--- src/rtl/barrido_display_if.sv ---
`default_nettype none
// barrido_display_if: pattern inputs, scan enable and display outputs of the scan controller.
// Revision 1.0
interface barrido_display_if;
    logic       enable;
    logic [7:0] catodo1;
    logic [7:0] catodo2;
    logic [7:0] catodo3;
    logic [7:0] catodo4;
    logic [7:0] catodo;
    logic [3:0] anodo;
    logic       frame_tick;

    modport master (
        output enable, catodo1, catodo2, catodo3, catodo4,
        input  catodo, anodo, frame_tick
    );

    modport slave (
        input  enable, catodo1, catodo2, catodo3, catodo4,
        output catodo, anodo, frame_tick
    );
endinterface
`default_nettype wire

--- src/rtl/barrido_display.sv ---
`default_nettype none
// barrido_display: four-digit seven-segment scan controller with per-frame pattern snapshot.
// Define BARRIDO_GAP_EN to blank the first GAP cycles of every digit slot. Revision 1.0
module barrido_display #(
    parameter int unsigned DIV = 50000,
    parameter int unsigned GAP = 16
) (
    input  wire logic        clk,
    input  wire logic        rst_n,
    barrido_display_if.slave bus
);
    localparam int unsigned   CW     = (DIV > 1) ? $clog2(DIV) : 1;
    localparam logic [CW-1:0] C_LAST = CW'(DIV - 1);

    typedef enum logic [1:0] {
        APAGADO = 2'd0,
        BLANCO  = 2'd1,
        MUESTRA = 2'd2
    } state_t;

    state_t          r_st;
    state_t          w_st_nxt;
    logic [CW-1:0]   r_cnt;
    logic [CW-1:0]   w_cnt_nxt;
    logic [1:0]      r_dig;
    logic [1:0]      w_dig_nxt;
    logic [3:0][7:0] r_sh;
    logic [3:0][7:0] w_sh_nxt;
    logic [3:0][7:0] w_inputs;
    logic [7:0]      r_catodo;
    logic [7:0]      w_catodo_nxt;
    logic [3:0]      r_anodo;
    logic [3:0]      w_anodo_nxt;
    logic            r_tick;
    logic            w_tick_nxt;

`ifdef BARRIDO_GAP_EN
    localparam logic [CW-1:0] C_GAP = CW'(GAP);
`else
    logic [31:0] w_unused_gap;
    assign w_unused_gap = GAP;
`endif

    assign w_inputs = {bus.catodo4, bus.catodo3, bus.catodo2, bus.catodo1};

    // Outputs are derived from the next-state values so they change on the same edge as the state.
    always_comb begin
        w_st_nxt     = r_st;
        w_cnt_nxt    = r_cnt;
        w_dig_nxt    = r_dig;
        w_sh_nxt     = r_sh;
        w_tick_nxt   = 1'b0;
        w_catodo_nxt = 8'hFF;
        w_anodo_nxt  = 4'hF;

        if (!bus.enable) begin
            w_st_nxt  = APAGADO;
            w_cnt_nxt = '0;
            w_dig_nxt = 2'd0;
        end else begin
            if (r_st == APAGADO) begin
                w_sh_nxt  = w_inputs;
                w_cnt_nxt = '0;
                w_dig_nxt = 2'd0;
            end else if (r_cnt == C_LAST) begin
                w_cnt_nxt = '0;
                w_dig_nxt = r_dig + 2'd1;
                if (r_dig == 2'd3) begin
                    w_sh_nxt   = w_inputs;
                    w_tick_nxt = 1'b1;
                end
            end else begin
                w_cnt_nxt = r_cnt + 1'b1;
            end
`ifdef BARRIDO_GAP_EN
            w_st_nxt = (w_cnt_nxt < C_GAP) ? BLANCO : MUESTRA;
`else
            w_st_nxt = MUESTRA;
`endif
        end

        if (w_st_nxt == MUESTRA) begin
            w_catodo_nxt = w_sh_nxt[w_dig_nxt];
            w_anodo_nxt  = ~(4'b0001 << w_dig_nxt);
        end
    end

    always_ff @(posedge clk or negedge rst_n) begin
        if (!rst_n) begin
            r_st     <= APAGADO;
            r_cnt    <= '0;
            r_dig    <= 2'd0;
            r_sh     <= {4{8'hFF}};
            r_catodo <= 8'hFF;
            r_anodo  <= 4'hF;
            r_tick   <= 1'b0;
        end else begin
            r_st     <= w_st_nxt;
            r_cnt    <= w_cnt_nxt;
            r_dig    <= w_dig_nxt;
            r_sh     <= w_sh_nxt;
            r_catodo <= w_catodo_nxt;
            r_anodo  <= w_anodo_nxt;
            r_tick   <= w_tick_nxt;
        end
    end

    assign bus.catodo     = r_catodo;
    assign bus.anodo      = r_anodo;
    assign bus.frame_tick = r_tick;
endmodule
`default_nettype wire
--- src/flat_wrapper.sv ---
// flat-port wrapper written by rule: the top's interface ports become plain ports
module barrido_display_flat 
#(
    parameter int unsigned DIV = 50000,
    parameter int unsigned GAP = 16
)
  (clk, rst_n, bus_enable, bus_catodo1, bus_catodo2, bus_catodo3, bus_catodo4, bus_catodo, bus_anodo, bus_frame_tick);
  barrido_display_if bus_i ();
  input  wire logic clk;
  input  wire logic rst_n;
  input wire logic [$bits(bus_i.enable)-1:0] bus_enable;
  input wire logic [$bits(bus_i.catodo1)-1:0] bus_catodo1;
  input wire logic [$bits(bus_i.catodo2)-1:0] bus_catodo2;
  input wire logic [$bits(bus_i.catodo3)-1:0] bus_catodo3;
  input wire logic [$bits(bus_i.catodo4)-1:0] bus_catodo4;
  output wire logic [$bits(bus_i.catodo)-1:0] bus_catodo;
  output wire logic [$bits(bus_i.anodo)-1:0] bus_anodo;
  output wire logic [$bits(bus_i.frame_tick)-1:0] bus_frame_tick;
  assign bus_i.enable = bus_enable;
  assign bus_i.catodo1 = bus_catodo1;
  assign bus_i.catodo2 = bus_catodo2;
  assign bus_i.catodo3 = bus_catodo3;
  assign bus_i.catodo4 = bus_catodo4;
  assign bus_catodo = bus_i.catodo;
  assign bus_anodo = bus_i.anodo;
  assign bus_frame_tick = bus_i.frame_tick;
  barrido_display #(.DIV(DIV), .GAP(GAP)) u_core (.clk(clk), .rst_n(rst_n), .bus(bus_i));
endmodule
--- config.mk ---
export PLATFORM = sky130hd
export DESIGN_NAME = barrido_display_flat
export DESIGN_NICKNAME = d
export VERILOG_FILES = /design/src/rtl/barrido_display_if.sv /design/src/rtl/barrido_display.sv /design/src/flat_wrapper.sv
export SDC_FILE = /design/constraint.sdc
export NUM_CORES = 1
export LEC_CHECK = 0
export ABC_CLOCK_PERIOD_IN_PS = 2900
export BUFFER_PORTS_ARGS = -buffer_cell sky130_fd_sc_hd__buf_2
export CORE_AREA = 8 8 114 116
export DETAILED_ROUTE_END_ITERATION = 16
export DIE_AREA = 0 0 122 124
export MAX_ROUTING_LAYER = met4
export SLEW_MARGIN = 20
export SYNTH_ARGS = -nofsm -noshare
export SYNTH_HDL_FRONTEND = slang
export SYNTH_SLANG_ARGS = --single-unit
--- constraint.sdc ---
create_clock -name clk -period 2.9 [get_ports clk]
set_clock_uncertainty 0.05 [all_clocks]
set_input_delay 0.29 -clock clk [delete_from_list [all_inputs] [get_ports clk]]
set_output_delay 0.29 -clock clk [all_outputs]
set_load 0.05 [all_outputs]
==> results_dict.tcl, run 1 <==
set metrics [dict create \
    outcome "finished, final reports clean" \
    power.density_nw_per_um2 644 \
    cts_root_buf "clkbuf_16" \
    post_cts_resized 0 \
    power.leakage_nw 1.54 \
    crit_path_top_delay_cell "mux2i_1" \
    crit_chain "ha_1 -> and3_1 -> nand4_2 -> buf_4 -> mux2i_1 -> o21ai_2 -> or2_2" \
    initial_core_util_pct 27.2 \
    syn-cell-area_sq_um 3040 \
    routed_wl_um 7190 \
    finalCritPeriodShare_pct 81.1 \
    max-cap-violations 0 \
    wire_per_inst_um 15.7 \
    drive_gt1_share_pct 46.8 \
    cts_htree_levels 3 \
    die_w_um 122 \
    setup_viol 0 \
    fin_nets 346 \
    hp-start "bus_enable" \
    worst_slew_pin_slew_ns 0.711 \
    cp_data_arrival_time_ns 2.56 \
    path_clk_slew_ns 0.06 \
    insertion_delay_ns 0.33 \
    start_kind "flip-flop" \
    ys_seq_area_share_pct 54.5 \
    gp_congestion 0.750 \
    syn-num-nets 295 \
    worst-setup-path-type "flip-flop to flip-flop" \
    ios 48 \
    dieArea_sq_um 15100 \
    grt_antenna_before_repair 0 \
    required_ns 3.11 \
    synth.distinct_cells 36 \
    power_w 0.00241 \
    holdPathEnd "u_core.r_st[1]" \
    grt_pass1_wl_um 11900 \
    port_buffers 47 \
    dpl.hpwl_um 5100 \
    grt-ovfl-total 0 \
    vdd_drop_max_mv 0.284 \
    timing.rr.start "u_core.r_cnt[0]" \
    cp-end-kind "flip-flop" \
    cts_sinks 64 \
    grt_max_degree 35 \
    final_cell_mix "47 x buf_2, 44 x dfstp_2, 25 x nand2_1" \
    cts_tree "done" \
    netlist_instances 258 \
    vias 2173 \
    die_h_um 124 \
    critPathTopFamily "simple AND/OR/NAND/NOR gates" \
    grt_use_total_pct 10.5 \
    timing.final.crit_period_ns 2.35 \
    reg2reg_slack_ns 0.55 \
    crit_fanout 34 \
    final.setup.tns_ns 0 \
    antenna_cells 0 \
    fillers 1115 \
    syn_avg_cell_area_sq_um 11.8 \
    r2r-end "u_core.bus.anodo[0]" \
    rows 39 \
    drv_slew 0 \
    ys.warnings.count 0 \
    synth.ff_latch_count 64 \
    hold_viol_final 0 \
    max_stage_delay_ns 0.43 \
    ant_nets 0 \
    hold_path.class "primary input to flip-flop" \
    vias_per_cell 4.75 \
    initialDrtViolationCount 112 \
    post-route-util_pct 33.4 \
    area_growth_pct 23.0 \
    rsz0062_at_grt "no" \
    cts_buffer_depth 2 \
    fmax_mhz 425 \
    first_pass_iters 4 \
    slew-limit-headroom_pct 52.4 \
    crit_buf_inv 1 \
    coreArea_sq_um 11200 \
    reg2reg_depth 7 \
    cts_buffers 9 \
    min_delay_path_depth 1 \
    drc 0 \
    final_common_cell "buf_2" \
    grt_pass1_vias 2241 \
]
## worst max-delay path by stage
| stage | start | endpoint | slack [ns] | cells after the start |
|---|---|---|---|---|
| 2_1_floorplan | u_core.r_cnt[5] | u_core.bus.catodo[3] | 0.78 | 8 |
| 5_1_grt | u_core.r_cnt[0] | u_core.bus.anodo[0] | 0.35 | 7 |
| 4_1_cts | u_core.r_cnt[0] | u_core.bus.anodo[0] | 0.53 | 7 |
| 3_3_place_gp | u_core.r_cnt[0] | u_core.bus.catodo[6] | 0.62 | 7 |
| 6_report | u_core.r_cnt[0] | u_core.bus.anodo[0] | 0.55 | 7 |
| 3_5_place_dp | u_core.r_cnt[0] | u_core.bus.anodo[0] | 0.53 | 7 |
## sequential cells by signal (all words and copies together) (netlist names)
register               count
u_core.r_dig               2
u_core.bus.frame_tick      1
u_core.r_st                1
u_core.bus.catodo          8
u_core.r_sh               32
u_core.r_cnt              16
u_core.bus.anodo           4
## where the power goes
part	switching [W]	total, W	internal (W)
registers	0.0000270	0.00104	0.00101
clock network	0.000401	0.00109	0.000691
logic	0.000158	0.000274	0.000116
total	0.000586	0.00241	0.00182
## synthesized netlist by cell type, drive strengths merged
| cell type | number | area share [%] |
|---|---|---|
| dfstp | 44 | 38 |
| nand2 | 25 | 3.1 |
| mux2 | 24 | 9.0 |
| nand3 | 22 | 3.6 |
| nor2 | 22 | 3.0 |
| dfrtp | 20 | 16 |
| a22oi | 16 | 4.0 |
| o211ai | 16 | 4.0 |
| mux2i | 9 | 3.0 |
| xor2 | 9 | 2.6 |
| a2bb2oi | 8 | 2.3 |
| clkbuf | 8 | 0.99 |
| buf | 6 | 1.6 |
| xnor2 | 6 | 1.7 |
| and3 | 4 | 0.82 |
| and4 | 2 | 0.62 |
| and4bb | 2 | 0.82 |
| ha | 2 | 0.82 |
| inv | 2 | 0.25 |
| nand4 | 2 | 0.62 |
| nor2b | 2 | 0.41 |
| o21ai | 2 | 0.45 |
| a21bo | 1 | 0.33 |
| and2 | 1 | 0.21 |
| nor4b | 1 | 0.78 |
| or2 | 1 | 0.21 |
| or3 | 1 | 0.21 |
## per-layer routing
| layer | global-route usage [%] | wire, um | up-vias |
|---|---|---|---|
| li1 | - | - | 1029 |
| met4 | 4.55 | 133 | 0 |
| met2 | 15.7 | 3520 | 51 |
| met5 | - | 0 | - |
| met1 | 13.1 | 3260 | 1083 |
| met3 | 3.04 | 279 | 10 |
## logic make-up (layout without fill, tap and decap cells)
family                     count (synthesis)  count (layout)  synth area share (%)
DFF                                       64              64                  54.5
and+or+nand+nor                           85              85                  14.5
muxes                                     33              33                  12.0
xor gates and xnor gates                  15              15                  4.32
AOI/OAI and AO/OA                         43              43                  11.0
adders and majority gates                  2               2                 0.824
buffers and inverters                     16              72                  2.88
## what timing repair did
item	CTS	global route
hold buffers	1	0
hold endpoints to repair	14	0
buffers inserted	0	0
## through the flow
step | worst slack (ns) | hold slack [ns] | instances | cell area [sq um]
3_5_place_dp | 0.529 | 0.328 | 440 | 3420
3_3_place_gp | 0.621 | 0.312 | 440 | 3420
2_1_floorplan | 0.776 | -0.0556 | 258 | 3040
6_report | 0.549 | 0.112 | 457 | 3740
5_1_grt | 0.349 | 0.105 | 457 | 3740
4_1_cts | 0.531 | 0.0985 | 457 | 3730
## final cells by class
type                            count  area (sq um)  share of cell area (%)
Tap cell                          143           179                    4.79
Sequential cell                    64          1660                    44.3
Timing Repair Buffer               54           290                    7.77
Multi-Input combinational cell    178          1300                    34.7
Clock buffer                       10           239                    6.40
Inverter                            2          7.51                   0.201
Clock inverter                      6          67.6                    1.81
Note: power is estimated with default switching activity, not from simulation.
==> run 2, diff against run 1 <==
Settings changed: ABC_CLOCK_PERIOD_IN_PS 2900 to 2350.
Clock period 2.9 ns to 2.35 ns, I/O delays scaled along.
==> run 2 against run 1 <==
Net effect:
- fmax rose by 9.5%
- setup slack got worse by 0.35 ns
- global-route usage rose by 0.10 points
- via count rose by 0.46%
- cell count rose by 1.1%
- cell area rose by 1.3%
- sequential share of layout area fell by 0.56 points
- count of clock-buffer cells in the layout did not move
- combinational power rose by 26%
- clock power rose by 14%
- utilization rose by 0.43 points
- critical endpoint is now u_core.bus.catodo[3]
- largest cell class unchanged
==> results_dict.tcl, run 2 (synthesized netlist as in run 1, its figures left out) <==
set metrics [dict create \
    outcome "finished, final reports clean" \
    fmax_mhz 466 \
    first_pass_iters 4 \
    wire_per_inst_um 15.5 \
    ant_nets 0 \
    p_seq_share_pct 44.8 \
    area_growth_pct 24.5 \
    drv_slew 0 \
    switching_share_pct 25.1 \
    finalCritPeriodShare_pct 91.3 \
    grt_max_degree 40 \
    startpoint "u_core.r_cnt[5]" \
    cts_tree "done" \
    max-cap-violations 0 \
    post_cts_resized 0 \
    grt_use_total_pct 10.6 \
    crit_fanout 16 \
    slew-limit-headroom_pct 57.5 \
    fin_area_sq_um 3780 \
    dieArea_sq_um 15100 \
    placed_cell_area_sq_um 3490 \
    dpl.hpwl_um 5210 \
    reg2reg_depth 7 \
    coreArea_sq_um 11200 \
    final.setup.tns_ns 0 \
    initial_core_util_pct 27.2 \
    clkPwrFrac_pct 43.2 \
    initialDrtViolationCount 86 \
    antenna_cells 0 \
    crit_path_end "u_core.bus.catodo[3]" \
    switching_power_w 0.000720 \
    required_ns 2.55 \
    cts_buffers 9 \
    die_w_um 122 \
    path_clk_slew_ns 0.06 \
    power.density_nw_per_um2 757 \
    fin_nets 351 \
    grt-ovfl-total 0 \
    power.leakage_nw 1.58 \
    vias 2183 \
    timing.rr.start "u_core.r_cnt[5]" \
    cts_root_buf "clkbuf_16" \
    hold_path.class "primary input to flip-flop" \
    worst-setup-path-type "flip-flop to flip-flop" \
    grt_antenna_before_repair 0 \
    rows 39 \
    insertion_delay_ns 0.33 \
    hold_viol_final 0 \
    pwr-share-comb_pct 12.1 \
    cts_htree_levels 3 \
    drc 0 \
    rsz0062_at_grt "no" \
    reg2reg_slack_ns 0.20 \
    worst_slew_pin_slew_ns 0.637 \
    grt_pass1_vias 2353 \
    port_buffers 47 \
    vdd_drop_max_mv 0.410 \
    internal_power_w 0.00214 \
    max_flop_register "u_core.r_sh" \
    start_kind "flip-flop" \
    cp_data_arrival_time_ns 2.35 \
    gp_congestion 0.772 \
    largest_reg_flops 32 \
    cts_sinks 64 \
    vias_per_cell 4.73 \
    timing.final.crit_period_ns 2.15 \
    final_common_cell "buf_2" \
    setup_viol 0 \
    routed_wl_um 7170 \
    cp-end-kind "flip-flop" \
    r2r-end "u_core.bus.catodo[3]" \
    die_h_um 124 \
    final_cell_mix "47 x buf_2, 44 x dfstp_2, 25 x nand2_1" \
    grt_pass1_wl_um 12100 \
    ios 48 \
    cts_buffer_depth 2 \
    drive_gt1_share_pct 47.3 \
]
## run 2: how the worst min path moves through the flow
stage                             to  depth (start not counted)       start
6_report              u_core.r_st[1]                          1  bus_enable
4_1_cts               u_core.r_st[1]                          1  bus_enable
5_1_grt               u_core.r_st[1]                          1  bus_enable
3_5_place_dp        u_core.r_cnt[10]                          1       rst_n
3_3_place_gp        u_core.r_cnt[10]                          1       rst_n
2_1_floorplan  u_core.bus.frame_tick                          0       rst_n
## run 2: power groups by stage
stage                     Combinational, W  Sequential [W]  Clock [W]
final                             0.000346         0.00128    0.00124
after floorplan                   0.000179         0.00134          0
after global routing              0.000383         0.00129    0.00132
after detailed placement          0.000350         0.00130          0
after global placement            0.000346         0.00130          0
after CTS                         0.000353         0.00128    0.00127
## run 2: per-layer routing
metal,vias to the layer above,share of wire (%),global-route usage [%]
li1,1049,-,-
met1,1092,44,12.2
met2,37,51,17.4
met3,5,4.8,3.94
met4,0,0.53,2.47
met5,-,0,-
## run 2: metrics by stage
step	setup slack, ns	instances	utilization [%]	hold WS [ns]	power [W]
after floorplan	0.226	258	-	-0.111	0.00152
after global placement	0.206	445	31.3	0.238	0.00164
after detailed placement	0.194	445	31.3	0.235	0.00165
after CTS	0.183	462	33.9	0.0396	0.00291
after global routing	0.0646	462	33.9	0.0488	0.00300
final	0.203	462	33.9	0.0510	0.00286
## run 2: what timing repair did
item | in CTS | in global routing
hold buffers | 1 | 0
setup buffers | 0 | 0
endpoints found under the hold margin | 13 | 0
## run 2: critical path, stage by stage (launching register included)
cell and delay (ns):
dfrtp_1 0.44, nor4b_4 0.33, nand4_1 0.15, a21bo_1 0.25, buf_12 0.16, mux2_4 0.31
mux2_2 0.26, a2bb2oi_1 0.13
## run 2: cell type report
cell class / count / area [sq um]
fillers: 1109 / 7390
well taps: 143 / 179
flip-flops and latches: 64 / 1660
inverters: 2 / 7.51
multi-input cells: 178 / 1290
clock buffers: 10 / 239
clock inverters: 6 / 42.5
repair buffers: 59 / 365
==> run 3, diff against run 2 <==
Settings changed: RECOVER_POWER from default to 25.
==> run 3 against run 2 <==
Net effect:
- the flow now finishes with violations (max-capacitance violations, max-slew violations)
- sequential cell count is the same
- sequential power is essentially flat
- die area is the same
- sequential share of layout area is essentially flat
- cell count is the same
- critical path depth grew 1
- count of clock-buffer cells in the layout is the same
- hold slack gained 0.045 ns
- utilization is essentially flat
- largest cell class unchanged
==> results_dict.tcl, run 3 (synthesized netlist as in run 1, its figures left out) <==
set metrics [dict create \
    outcome "finished with violations" \
    violations "max-capacitance violations, max-slew violations" \
    fin_nets 351 \
    largest_reg_flops 32 \
    post_cts_resized 0 \
    cts_root_buf "clkbuf_16" \
    max-cap-violations 1 \
    hold_viol_final 0 \
    cts_buffer_depth 2 \
    dieArea_sq_um 15100 \
    wire_per_inst_um 15.5 \
    initialDrtViolationCount 97 \
    numPlacedInstances 445 \
    cts_tree "done" \
    grt_max_degree 40 \
    power.leakage_nw 1.57 \
    pwr-share-comb_pct 12.1 \
    drc 0 \
    max_flop_register "u_core.r_sh" \
    crit_path_top_delay_cell "dfrtp_1" \
    crit_buf_inv 1 \
    coreArea_sq_um 11200 \
    internal_power_w 0.00214 \
    worst_slew_pin_slew_ns 1.51 \
    crit_fanout 17 \
    first_pass_iters 4 \
    finalCritPeriodShare_pct 91.4 \
    cp-end-kind "flip-flop" \
    antenna_cells 0 \
    drive_gt1_share_pct 46.4 \
    p_seq_share_pct 44.8 \
    grt_pass1_wl_um 12100 \
    die_h_um 124 \
    clkPwrFrac_pct 43.2 \
    path_clk_slew_ns 0.05 \
    switching_share_pct 25.2 \
    cts_sinks 64 \
    max_stage_delay_ns 0.38 \
    insertion_delay_ns 0.33 \
    port_buffers 47 \
    fin_area_sq_um 3780 \
    setup_viol 0 \
    worst-setup-path-type "flip-flop to flip-flop" \
    instances_no_fill 462 \
    fmax_mhz 466 \
    fillers 1110 \
    cts_setup_buffers 0 \
    grt_use_total_pct 10.6 \
    cts-hold-fix-buffers 1 \
    hold_path.class "primary input to flip-flop" \
    final_cell_mix "44 x buf_2, 44 x dfstp_2, 25 x nand2_1" \
    cts_buffers 9 \
    drv_slew 26 \
    routed_wl_um 7170 \
    slew-limit-headroom_pct -0.703 \
    dpl.hpwl_um 5210 \
    rsz0062_at_grt "no" \
    die_w_um 122 \
    rows 39 \
    critPathTopFamily "simple AND/OR/NAND/NOR gates" \
    final.setup.tns_ns 0 \
    cp_data_arrival_time_ns 2.34 \
    placed_cell_area_sq_um 3490 \
    area_growth_pct 24.4 \
    hold_ws_ns 0.0962 \
    initial_core_util_pct 27.2 \
    start_kind "flip-flop" \
    ios 48 \
    crit_chain "ha_1 -> and3_1 -> nand4_2 -> xor2_1 -> nor2_4 -> buf_12 -> mux2_2 -> a2bb2oi_1" \
    vdd_drop_max_mv 0.413 \
    grt_pass1_vias 2353 \
    ant_nets 0 \
    vias 2204 \
    power.density_nw_per_um2 758 \
    required_ns 2.55 \
    gp_congestion 0.772 \
    timing.final.crit_period_ns 2.15 \
    grt-ovfl-total 0 \
    cts_htree_levels 3 \
    switching_power_w 0.000721 \
    vias_per_cell 4.77 \
    grt_antenna_before_repair 0 \
]
[run 3: cell types whose count changed in the layout (fill, tap and decap cells not counted), sizes merged]
cell | before | now
buf | 58 | 55
clkbuf | 10 | 13
[run 3: layout make-up]
class	instances	area [sq um]	share of cell area, %
repair buffers	59	362	9.57
inverters	2	7.51	0.199
clock buffers	10	239	6.32
clock inverters	6	42.5	1.13
multi-input cells	178	1290	34.2
flip-flops and latches	64	1660	43.8
well taps	143	179	4.73
[run 3: per-layer routing]
metal	wire, um	GRT usage (%)	vias to the layer above
met4	44	2.47	0
met2	3680	17.4	37
met5	0	-	-
met1	3110	12.2	1113
li1	-	-	1047
met3	340	3.94	7
[run 3: final timing paths]
kind                                       from  slack (ns)                   end  cells after the start
worst min-delay path                 bus_enable         0.1        u_core.r_st[1]                      1
min in group asynchronous                 rst_n        0.76      u_core.r_cnt[14]                      2
worst min register to register  u_core.r_cnt[0]        0.43       u_core.r_cnt[0]                      1
worst max register to register  u_core.r_cnt[0]        0.20  u_core.bus.catodo[7]                      8
max in group asynchronous                 rst_n        0.55       u_core.r_sh[16]                      3
worst max-delay path            u_core.r_cnt[0]        0.20  u_core.bus.catodo[7]                      8
[run 3: per-stage QoR]
step,util [%],total power [W],setup slack (ns)
floorplan,-,0.00152,0.226
global placement,31.3,0.00164,0.206
detailed placement,31.3,0.00165,0.194
CTS,33.9,0.00291,0.183
global route,33.8,0.00300,0.0645
finish,33.8,0.00287,0.203
[run 3: power groups by stage]
stage / sequential [W] / clock (W) / combinational [W]
after CTS: 0.00128 / 0.00127 / 0.000353
after global placement: 0.00130 / 0 / 0.000346
after global routing: 0.00129 / 0.00132 / 0.000382
final: 0.00128 / 0.00124 / 0.000345
after floorplan: 0.00134 / 0 / 0.000179
after detailed placement: 0.00130 / 0 / 0.000350
